===== config.mk =====
export PLATFORM = sky130hd
export DESIGN_NAME = uart_rx_cfg
export DESIGN_NICKNAME = d
export VERILOG_FILES = /design/src/rtl/uart_rx_cfg.sv
export SDC_FILE = /design/constraint.sdc
export NUM_CORES = 1
export LEC_CHECK = 0
export BUFFER_PORTS_ARGS = -buffer_cell sky130_fd_sc_hd__buf_2
export CORE_ASPECT_RATIO = 0.6
export CORE_MARGIN = 8
export CORE_UTILIZATION = 43
export DETAILED_ROUTE_END_ITERATION = 8
export PLACE_DENSITY = 0.67
export SYNTH_ARGS = -nofsm -noshare
export SYNTH_HDL_FRONTEND = slang
export SYNTH_SLANG_ARGS = --single-unit

===== constraint.sdc =====
create_clock -name clk -period 4.5 [get_ports clk]
set_input_delay 0.225 -clock clk [delete_from_list [all_inputs] [get_ports clk]]
set_output_delay 0.225 -clock clk [all_outputs]
set_load 0.02 [all_outputs]

===== src/rtl/uart_rx_cfg.sv =====
// uart_rx_cfg: configurable UART receiver with a ready/valid holding register and error flags.
// Define UART_RX_MAJORITY_EN to decide each bit by a 2-of-3 vote around mid-bit.
module uart_rx_cfg #(
    parameter int CLK_FREQ  = 100_000_000,
    parameter int BAUD      = 115200,
    parameter int DATA_BITS = 8,
    parameter int PARITY    = 0,
    parameter int STOP_BITS = 1
) (
    input  logic                 clk,
    input  logic                 reset_n,
    input  logic                 rx,
    output logic [DATA_BITS-1:0] data,
    output logic                 valid,
    input  logic                 ready,
    output logic                 parity_err,
    output logic                 frame_err,
    output logic                 break_det,
    output logic                 overrun,
    output logic                 busy
);

    localparam int CLKS_PER_BIT = CLK_FREQ / BAUD;
    localparam int CNT_W        = $clog2(CLKS_PER_BIT) + 1;
    localparam int IDX_W        = $clog2(DATA_BITS);

    localparam logic [CNT_W-1:0] CNT_HALF  = CNT_W'(CLKS_PER_BIT / 2);
    localparam logic [CNT_W-1:0] CNT_LAST  = CNT_W'(CLKS_PER_BIT - 1);
    localparam logic [IDX_W-1:0] IDX_LAST  = IDX_W'(DATA_BITS - 1);
    localparam logic             STOP_LAST = 1'(STOP_BITS - 1);

    typedef enum logic [2:0] {
        S_IDLE,
        S_START,
        S_DATA,
        S_PAR,
        S_STOP,
        S_WAIT_HIGH
    } state_t;

    state_t                 state_q, state_d;
    logic                   rx_meta_q, rx_meta_d;
    logic                   rx_s_q, rx_s_d;
    logic [CNT_W-1:0]       cnt_q, cnt_d;
    logic [IDX_W-1:0]       bit_idx_q, bit_idx_d;
    logic                   stop_idx_q, stop_idx_d;
    logic [DATA_BITS-1:0]   shift_q, shift_d;
    logic                   par_bit_q, par_bit_d;
    logic                   perr_acc_q, perr_acc_d;
    logic                   ferr_acc_q, ferr_acc_d;
    logic                   stopz_q, stopz_d;
    logic                   done_q, done_d;
    logic                   frm_perr_q, frm_perr_d;
    logic                   frm_ferr_q, frm_ferr_d;
    logic                   frm_brk_q, frm_brk_d;
    logic [DATA_BITS-1:0]   data_q, data_d;
    logic                   valid_q, valid_d;
    logic                   perr_q, perr_d;
    logic                   ferr_q, ferr_d;
    logic                   brk_q, brk_d;
    logic                   ovr_q, ovr_d;
    logic                   busy_q, busy_d;
    logic                   bit_val;

`ifdef UART_RX_MAJORITY_EN
    // Two older copies of rx_s let the vote finish on the same clock as a single sample would.
    logic rx_h1_q, rx_h2_q;

    always_ff @(posedge clk or negedge reset_n) begin
        if (!reset_n) begin
            rx_h1_q <= 1'b1;
            rx_h2_q <= 1'b1;
        end else begin
            rx_h1_q <= rx_s_q;
            rx_h2_q <= rx_h1_q;
        end
    end

    assign bit_val = (rx_s_q & rx_h1_q) | (rx_s_q & rx_h2_q) | (rx_h1_q & rx_h2_q);
`else
    assign bit_val = rx_s_q;
`endif

    always_comb begin
        rx_meta_d  = rx;
        rx_s_d     = rx_meta_q;
        state_d    = state_q;
        cnt_d      = cnt_q;
        bit_idx_d  = bit_idx_q;
        stop_idx_d = stop_idx_q;
        shift_d    = shift_q;
        par_bit_d  = par_bit_q;
        perr_acc_d = perr_acc_q;
        ferr_acc_d = ferr_acc_q;
        stopz_d    = stopz_q;
        done_d     = 1'b0;
        frm_perr_d = frm_perr_q;
        frm_ferr_d = frm_ferr_q;
        frm_brk_d  = frm_brk_q;

        case (state_q)
            S_IDLE: begin
                if (!rx_s_q) begin
                    state_d = S_START;
                    cnt_d   = '0;
                end
            end

            S_START: begin
                if (cnt_q == CNT_HALF) begin
                    cnt_d = '0;
                    if (!bit_val) begin
                        state_d    = S_DATA;
                        bit_idx_d  = '0;
                        perr_acc_d = 1'b0;
                        ferr_acc_d = 1'b0;
                        stopz_d    = 1'b1;
                    end else begin
                        state_d = S_IDLE;
                    end
                end else begin
                    cnt_d = cnt_q + 1'b1;
                end
            end

            // Bits shift in at the MSB so the first bit on the line ends up at bit 0.
            S_DATA: begin
                if (cnt_q == CNT_LAST) begin
                    cnt_d   = '0;
                    shift_d = {bit_val, shift_q[DATA_BITS-1:1]};
                    if (bit_idx_q == IDX_LAST) begin
                        stop_idx_d = 1'b0;
                        state_d    = (PARITY != 0) ? S_PAR : S_STOP;
                    end else begin
                        bit_idx_d = bit_idx_q + 1'b1;
                    end
                end else begin
                    cnt_d = cnt_q + 1'b1;
                end
            end

            S_PAR: begin
                if (cnt_q == CNT_LAST) begin
                    cnt_d      = '0;
                    par_bit_d  = bit_val;
                    perr_acc_d = (PARITY == 1) ? ~((^shift_q) ^ bit_val) : ((^shift_q) ^ bit_val);
                    state_d    = S_STOP;
                end else begin
                    cnt_d = cnt_q + 1'b1;
                end
            end

            // The frame completes on the last stop sample so a following start edge is not missed.
            S_STOP: begin
                if (cnt_q == CNT_LAST) begin
                    cnt_d      = '0;
                    ferr_acc_d = ferr_acc_q | ~bit_val;
                    stopz_d    = stopz_q & ~bit_val;
                    if (stop_idx_q == STOP_LAST) begin
                        done_d     = 1'b1;
                        frm_perr_d = perr_acc_q;
                        frm_ferr_d = ferr_acc_q | ~bit_val;
                        frm_brk_d  = (shift_q == '0) && ((PARITY == 0) || !par_bit_q)
                                     && stopz_q && !bit_val;
                        state_d    = bit_val ? S_IDLE : S_WAIT_HIGH;
                    end else begin
                        stop_idx_d = stop_idx_q + 1'b1;
                    end
                end else begin
                    cnt_d = cnt_q + 1'b1;
                end
            end

            S_WAIT_HIGH: begin
                if (rx_s_q) begin
                    state_d = S_IDLE;
                end
            end

            default: state_d = S_IDLE;
        endcase
    end

    // Holding register: a completed frame loads only if the slot is empty or being drained.
    always_comb begin
        data_d  = data_q;
        valid_d = valid_q;
        perr_d  = perr_q;
        ferr_d  = ferr_q;
        brk_d   = 1'b0;
        ovr_d   = ovr_q;

        if (valid_q && ready) begin
            valid_d = 1'b0;
        end
        if (done_q) begin
            brk_d = frm_brk_q;
            if (!valid_q || ready) begin
                data_d  = shift_q;
                valid_d = 1'b1;
                perr_d  = frm_perr_q;
                ferr_d  = frm_ferr_q;
            end else begin
                ovr_d = 1'b1;
            end
        end

        busy_d = (state_d != S_IDLE);
    end

    always_ff @(posedge clk or negedge reset_n) begin
        if (!reset_n) begin
            state_q    <= S_IDLE;
            rx_meta_q  <= 1'b1;
            rx_s_q     <= 1'b1;
            cnt_q      <= '0;
            bit_idx_q  <= '0;
            stop_idx_q <= 1'b0;
            shift_q    <= '0;
            par_bit_q  <= 1'b0;
            perr_acc_q <= 1'b0;
            ferr_acc_q <= 1'b0;
            stopz_q    <= 1'b0;
            done_q     <= 1'b0;
            frm_perr_q <= 1'b0;
            frm_ferr_q <= 1'b0;
            frm_brk_q  <= 1'b0;
            data_q     <= '0;
            valid_q    <= 1'b0;
            perr_q     <= 1'b0;
            ferr_q     <= 1'b0;
            brk_q      <= 1'b0;
            ovr_q      <= 1'b0;
            busy_q     <= 1'b0;
        end else begin
            state_q    <= state_d;
            rx_meta_q  <= rx_meta_d;
            rx_s_q     <= rx_s_d;
            cnt_q      <= cnt_d;
            bit_idx_q  <= bit_idx_d;
            stop_idx_q <= stop_idx_d;
            shift_q    <= shift_d;
            par_bit_q  <= par_bit_d;
            perr_acc_q <= perr_acc_d;
            ferr_acc_q <= ferr_acc_d;
            stopz_q    <= stopz_d;
            done_q     <= done_d;
            frm_perr_q <= frm_perr_d;
            frm_ferr_q <= frm_ferr_d;
            frm_brk_q  <= frm_brk_d;
            data_q     <= data_d;
            valid_q    <= valid_d;
            perr_q     <= perr_d;
            ferr_q     <= ferr_d;
            brk_q      <= brk_d;
            ovr_q      <= ovr_d;
            busy_q     <= busy_d;
        end
    end

    assign data       = data_q;
    assign valid      = valid_q;
    assign parity_err = perr_q;
    assign frame_err  = ferr_q;
    assign break_det  = brk_q;
    assign overrun    = ovr_q;
    assign busy       = busy_q;

endmodule


Word-level counts from Yosys, hierarchy flattened. Cells that the tools add are included.

Bits in registers: 49. Output and inout port bits: 14.

Mux-type cells: 42. Bitwise operators: 6. Reductions and logical operators: 25. Equal/unequal tests: 16. Add/sub/neg operators: 3.

Operators with widths (count): two-way mux 3 bit (13); two-way mux 11 bit (3); one-hot mux 11 bit (3 select lines) (1); two-way mux 1 bit (18); one-hot mux 3 bit (6 select lines) (1); inequality test 2 bit, second input constant (8); AND reduction 4 bit (3); adder 11 x 1 -> 11 bit, second input constant (1); == test 11 x 10 -> 1 bit, second input constant (1); == test 11 x 9 -> 1 bit, second input constant (1); == test 3 bit, second input constant (3); logical NOT 8 bit (1); one-hot mux 1 bit (2 select lines) (4); AND reduction 2 bit (4); nonzero test 2 bit (4); parity 8 bit (1); == test 3 x 2 -> 1 bit, second input constant (2); one-hot mux 3 bit (2 select lines) (1); nonzero test 3 bit (2); AND reduction 5 bit (1); adder 3 x 1 -> 3 bit, second input constant (1); == test 3 x 1 -> 1 bit, second input constant (1); logical AND 1 bit (3); logical NOT 3 bit (1); other kinds (10) (13).

Depth between registers and ports, before layout.
Word-level depth: 5. Gate-level depth with buffers: 8. Gate-level depth less buffers: 7.

Worst setup path before layout. Ideal clock, no wire load.

Kind: register to register. Start point: register cnt_q[2]. End point: register frm_brk_q. Path buffers: 1. Path slack: 2.597 ns. Library setup time: 0.064 ns. Cell stages (with the launch flop): 7. Clock period less this slack: 1.903 ns. Arrival time: 1.839 ns. Data required time: 4.436 ns. Cells stage by stage: dfrtp_1 > nor4b_4 > nand4_2 > or3b_1 > buf_2 > nor4b_2 > a21o_1.

Word-level cells in the longest chain between the ends: 2.

Ends and longest elaborated chain: start, declared (line 44) `logic [CNT_W-1:0] cnt_q, cnt_d;`; start signal, assigned (line 239) `cnt_q <= cnt_d;`; == test 11 x 10 -> 1 bit (line 155) `if (cnt_q == CNT_LAST) begin`; AND reduction 3 bit (no line); end signal, assigned (line 250) `frm_brk_q <= frm_brk_d;`; end, declared (line 55) `logic frm_brk_q, frm_brk_d;`.

No other way between the ends. A chain may end at the register's enable or synchronous reset.

Worst setup path after layout.
Start point: register cnt_q[0]. End point: register cnt_q[6].

Word-level cells in the longest chain between the ends: 3. Elaborated cells on any way between the ends: 6. Classes of those cells: add/sub: 1; eq/ne: 2; mux: 3.

Ends and longest elaborated chain: adder 11 x 1 -> 11 bit (tied with other cells); two-way mux 11 bit (on tied branches); one-hot mux 11 bit (3 select lines) (*) (line 101) `case (state_q)`.

Mark *: on every way between the ends. The rest lies on a longest branch, timed or not.

==> flow_summary.toml <==
[status]
result_of_the_run = "complete, no violations"

[synth]
synth.distinct_cells = 44
synthSimpleGateAreaFrac = 0.217
yosys_top_cell_by_area = "sky130_fd_sc_hd__dfrtp_1"
ys.warnings.count = 0
multiplexer_share_of_the_synthesized_area = 0.0184
ys_seq_area_frac = 0.519
synth.avg_cell_area_sq_um = 9.74
number_of_flops_mapped_to_enable_cells_by_yosys = 0
ys_ff_latch = 48
synthesis.area_sq_um = 2320
postSynthCellCount = 238
synthArstFlopShare = 1.00
synth_top_area_share = 0.497
synth_compound_gate_area_share = 0.115
synth-adder-area-share = 0.0432
synth_xor_area_frac = 0.0454
dominant_combinational_cell_family_by_area_after_synthesis = "simple AND/OR/NAND/NOR gates"
synth.area.top_cells = "sky130_fd_sc_hd__dfrtp_1, sky130_fd_sc_hd__o21ai_0, sky130_fd_sc_hd__nand2_1"
syn-num-nets = 250
synth_flop_cell = "sky130_fd_sc_hd__dfrtp_1"

[cts]
number_of_clock_sinks_seen_by_cts = 48
post_cts.repair.setup_buffers = 0
clock_slew_seen_by_the_registers_of_the_worst_setup_and_hold_paths_ns = 0.09
worst_skew_pair.late_latency_ns = 0.30
cts_htree_levels = 2
clk_path_buf_depth = 2
clock_tree.root_cell = "sky130_fd_sc_hd__clkbuf_8"
tritoncts = "yes"
cts_inserted_buffers = 5
cts-resized-gates = 0

[place]
detailed_place_hpwl_um = 3020
io_buffers = 17
placed_cells_incl_taps = 312
gp_routability_congestion = 0.837
pre_cts_slack_ns = 2.30

[final_layout]
drive_gt1_frac = 0.153
layout_commonest_cell = "sky130_fd_sc_hd__dfrtp_1"
layout-area-overhead-vs-synth_pct = 11.2
layout_common_cells = "sky130_fd_sc_hd__dfrtp_1, sky130_fd_sc_hd__nand2_1, sky130_fd_sc_hd__o21ai_0"
antenna_cells_inserted = 0
nNetsFinal = 266
layoutNonFillerInstCount = 321

[floorplan]
die_h_um = 72.9
placeableCoreArea_sq_um = 5130
num_io_pins = 18
die_w_um = 111
area_enclosed_by_the_die_boundary_sq_um = 8070
floorplan.initialDensity = 0.452
num_rows = 20

[timing]
tns_ns = 0
hold_viol = 0
timing.fmax_mhz = 454
layout_setup_ws_ns = 2.30
final-max-slew-violation-count = 0
max_slew.worst_pin.slew_ns = 1.02
final.period_utilization = 0.490
relSlewSlack = 0.318
clock_skew_ns = 0.0103
period_minus_slack_ns = 2.20
rsz_0062_raised_after_global_routing = "false"
report.final.setup_viol = 0

[route]
drtPass1Iterations = 4
drtIter0Drc = 134
vias_post_dr = 1631
antenna_left = 0
post_drt_via_cell_ratio = 5.08
routed_wire_length_per_instance_um = 13.1
drc_errors = 0
wl_um = 4210

[critical_path]
setup.worst_path.end_class = "flop"
reg2reg_slack_ns = 2.30
critPathRequiredTime_ns = 4.65
rr_endpoint = "cnt_q[6]$_DFFE_PN0P_"
timing_worst_setup_path_type = "reg2reg"
r2r.worst_path.cells = 6
path_max_fanout = 9
worst-endpoint-arrival_ns = 2.36
start_kind = "flop"
worstReg2RegStart = "cnt_q[0]$_DFFE_PN0P_"

[power]
p_seq_frac = 0.561
power.ir.vdd_worst_mv = 0.129
proportion_of_total_power_due_to_net_switching = 0.203
total_leakage_power_nw = 1.18
clockPowerShare = 0.423
pwr-share-comb = 0.016
power.density_cell_area_nw_per_um2 = 301
netSwitchingPower_w = 0.000157
p_int_w = 0.000618
report.power.total_w = 0.000775

[global_routing]
grt_start_max_net_pins = 49
first_global_vias = 1476
grt_first_pass_wirelength_um = 7460
groute.usage.overall = 0.112
global_route.overflow_total = 0
antenna_found_initial = 0

[run]
maxCapViolCount = 0

[hold_path]
hold_path_class = "in2async"
==> metal layers <==
layer	global-route usage	up-vias	wire length [um]
li1	-	846	-
met1	0.172	744	2380
met2	0.132	37	1530
met3	0.0378	4	239
met4	0.0446	0	59
met5	0	-	0
==> power by group through the flow <==
| stage | clock network [W] | logic [W] | registers [W] |
|---|---|---|---|
| final | 0.000328 | 0.0000126 | 0.000434 |
| after floorplan | 0 | 0.00000432 | 0.000441 |
| after global routing | 0.000354 | 0.0000149 | 0.000435 |
| after detailed placement | 0 | 0.0000129 | 0.000443 |
| after CTS | 0.000338 | 0.0000136 | 0.000434 |
| after global placement | 0 | 0.0000129 | 0.000443 |
==> cells by family after synthesis <==
logic type	after synthesis
muxes	4
adders and majority gates	8
and+or+nand+nor	96
DFF	48
xor gates and xnor gates	12
AOI/OAI and AO/OA	46
buffers and inverters	24
==> worst max path at each step <==
stage | startpoint | endpoint | slack (ns) | depth (start not counted)
after floorplan | cnt_q[2]$_DFFE_PN0P_ | frm_brk_q$_DFFE_PN0P_ | 2.60 | 6
after global placement | cnt_q[0]$_DFFE_PN0P_ | cnt_q[6]$_DFFE_PN0P_ | 2.36 | 6
after detailed placement | cnt_q[0]$_DFFE_PN0P_ | cnt_q[6]$_DFFE_PN0P_ | 2.30 | 6
after CTS | cnt_q[0]$_DFFE_PN0P_ | cnt_q[6]$_DFFE_PN0P_ | 2.30 | 6
after global routing | cnt_q[0]$_DFFE_PN0P_ | cnt_q[6]$_DFFE_PN0P_ | 2.03 | 6
final | cnt_q[0]$_DFFE_PN0P_ | cnt_q[6]$_DFFE_PN0P_ | 2.30 | 6
==> state kept, by name, summed over array words and instances (netlist names), 3 cells and up <==
signal,count
bit_idx_q,3
cnt_q,11
data,8
shift_q,8
state_q,3
==> synthesized netlist by cell type, types with 2 or more instances <==
| master | number |
|---|---|
| sky130_fd_sc_hd__inv_1 | 14 |
| sky130_fd_sc_hd__a21oi_1 | 3 |
| sky130_fd_sc_hd__o21bai_1 | 2 |
| sky130_fd_sc_hd__xor2_1 | 3 |
| sky130_fd_sc_hd__o21ai_0 | 32 |
| sky130_fd_sc_hd__clkbuf_1 | 6 |
| sky130_fd_sc_hd__ha_1 | 8 |
| sky130_fd_sc_hd__nand2_1 | 35 |
| sky130_fd_sc_hd__nand4_1 | 6 |
| sky130_fd_sc_hd__or2_2 | 3 |
| sky130_fd_sc_hd__mux2_2 | 2 |
| sky130_fd_sc_hd__nand3_1 | 4 |
| sky130_fd_sc_hd__xnor2_1 | 9 |
| sky130_fd_sc_hd__mux2i_1 | 2 |
| sky130_fd_sc_hd__dfrtp_1 | 46 |
| sky130_fd_sc_hd__nor4_1 | 2 |
| sky130_fd_sc_hd__dfstp_2 | 2 |
| sky130_fd_sc_hd__nand2b_1 | 3 |
| sky130_fd_sc_hd__a21o_1 | 2 |
| sky130_fd_sc_hd__and2_1 | 3 |
| sky130_fd_sc_hd__nor2_1 | 22 |
| sky130_fd_sc_hd__nor3_1 | 4 |
| sky130_fd_sc_hd__o21a_1 | 2 |
| sky130_fd_sc_hd__or4b_2 | 2 |
| sky130_fd_sc_hd__buf_2 | 2 |
==> stage by stage <==
stage	area (sq um)	utilization	hold WS [ns]
2_1_floorplan	2320	-	-0.0706
3_3_place_gp	2440	0.477	0.330
3_5_place_dp	2440	0.477	0.331
4_1_cts	2580	0.502	0.138
5_1_grt	2580	0.502	0.176
6_report	2580	0.502	0.0873
==> cell type report <==
type | count | area, sq um
tap | 66 | 82.6
multi-input combinational | 166 | 1020
clock buffer | 6 | 82.6
fill | 464 | 2550
sequential | 48 | 1200
clock inverter | 2 | 38.8
inverter | 15 | 56.3
timing repair buffer | 18 | 95.1
==> critical path, cell delays in order, from the launching register on <==
cell                        delay, ns
sky130_fd_sc_hd__dfrtp_1         0.43
sky130_fd_sc_hd__ha_1            0.23
sky130_fd_sc_hd__and4bb_2        0.32
sky130_fd_sc_hd__nand2_1         0.07
sky130_fd_sc_hd__a21oi_1         0.12
sky130_fd_sc_hd__a2bb2oi_1       0.65
sky130_fd_sc_hd__o21ai_0         0.22
==> repair_timing <==
| action | 4_1_cts | 5_1_grt |
|---|---|---|
| hold buffers | 1 | 0 |
| hold endpoints to repair | 1 | 0 |
| setup endpoints to repair | 0 | 0 |
Power figures use the tool's default switching activity.
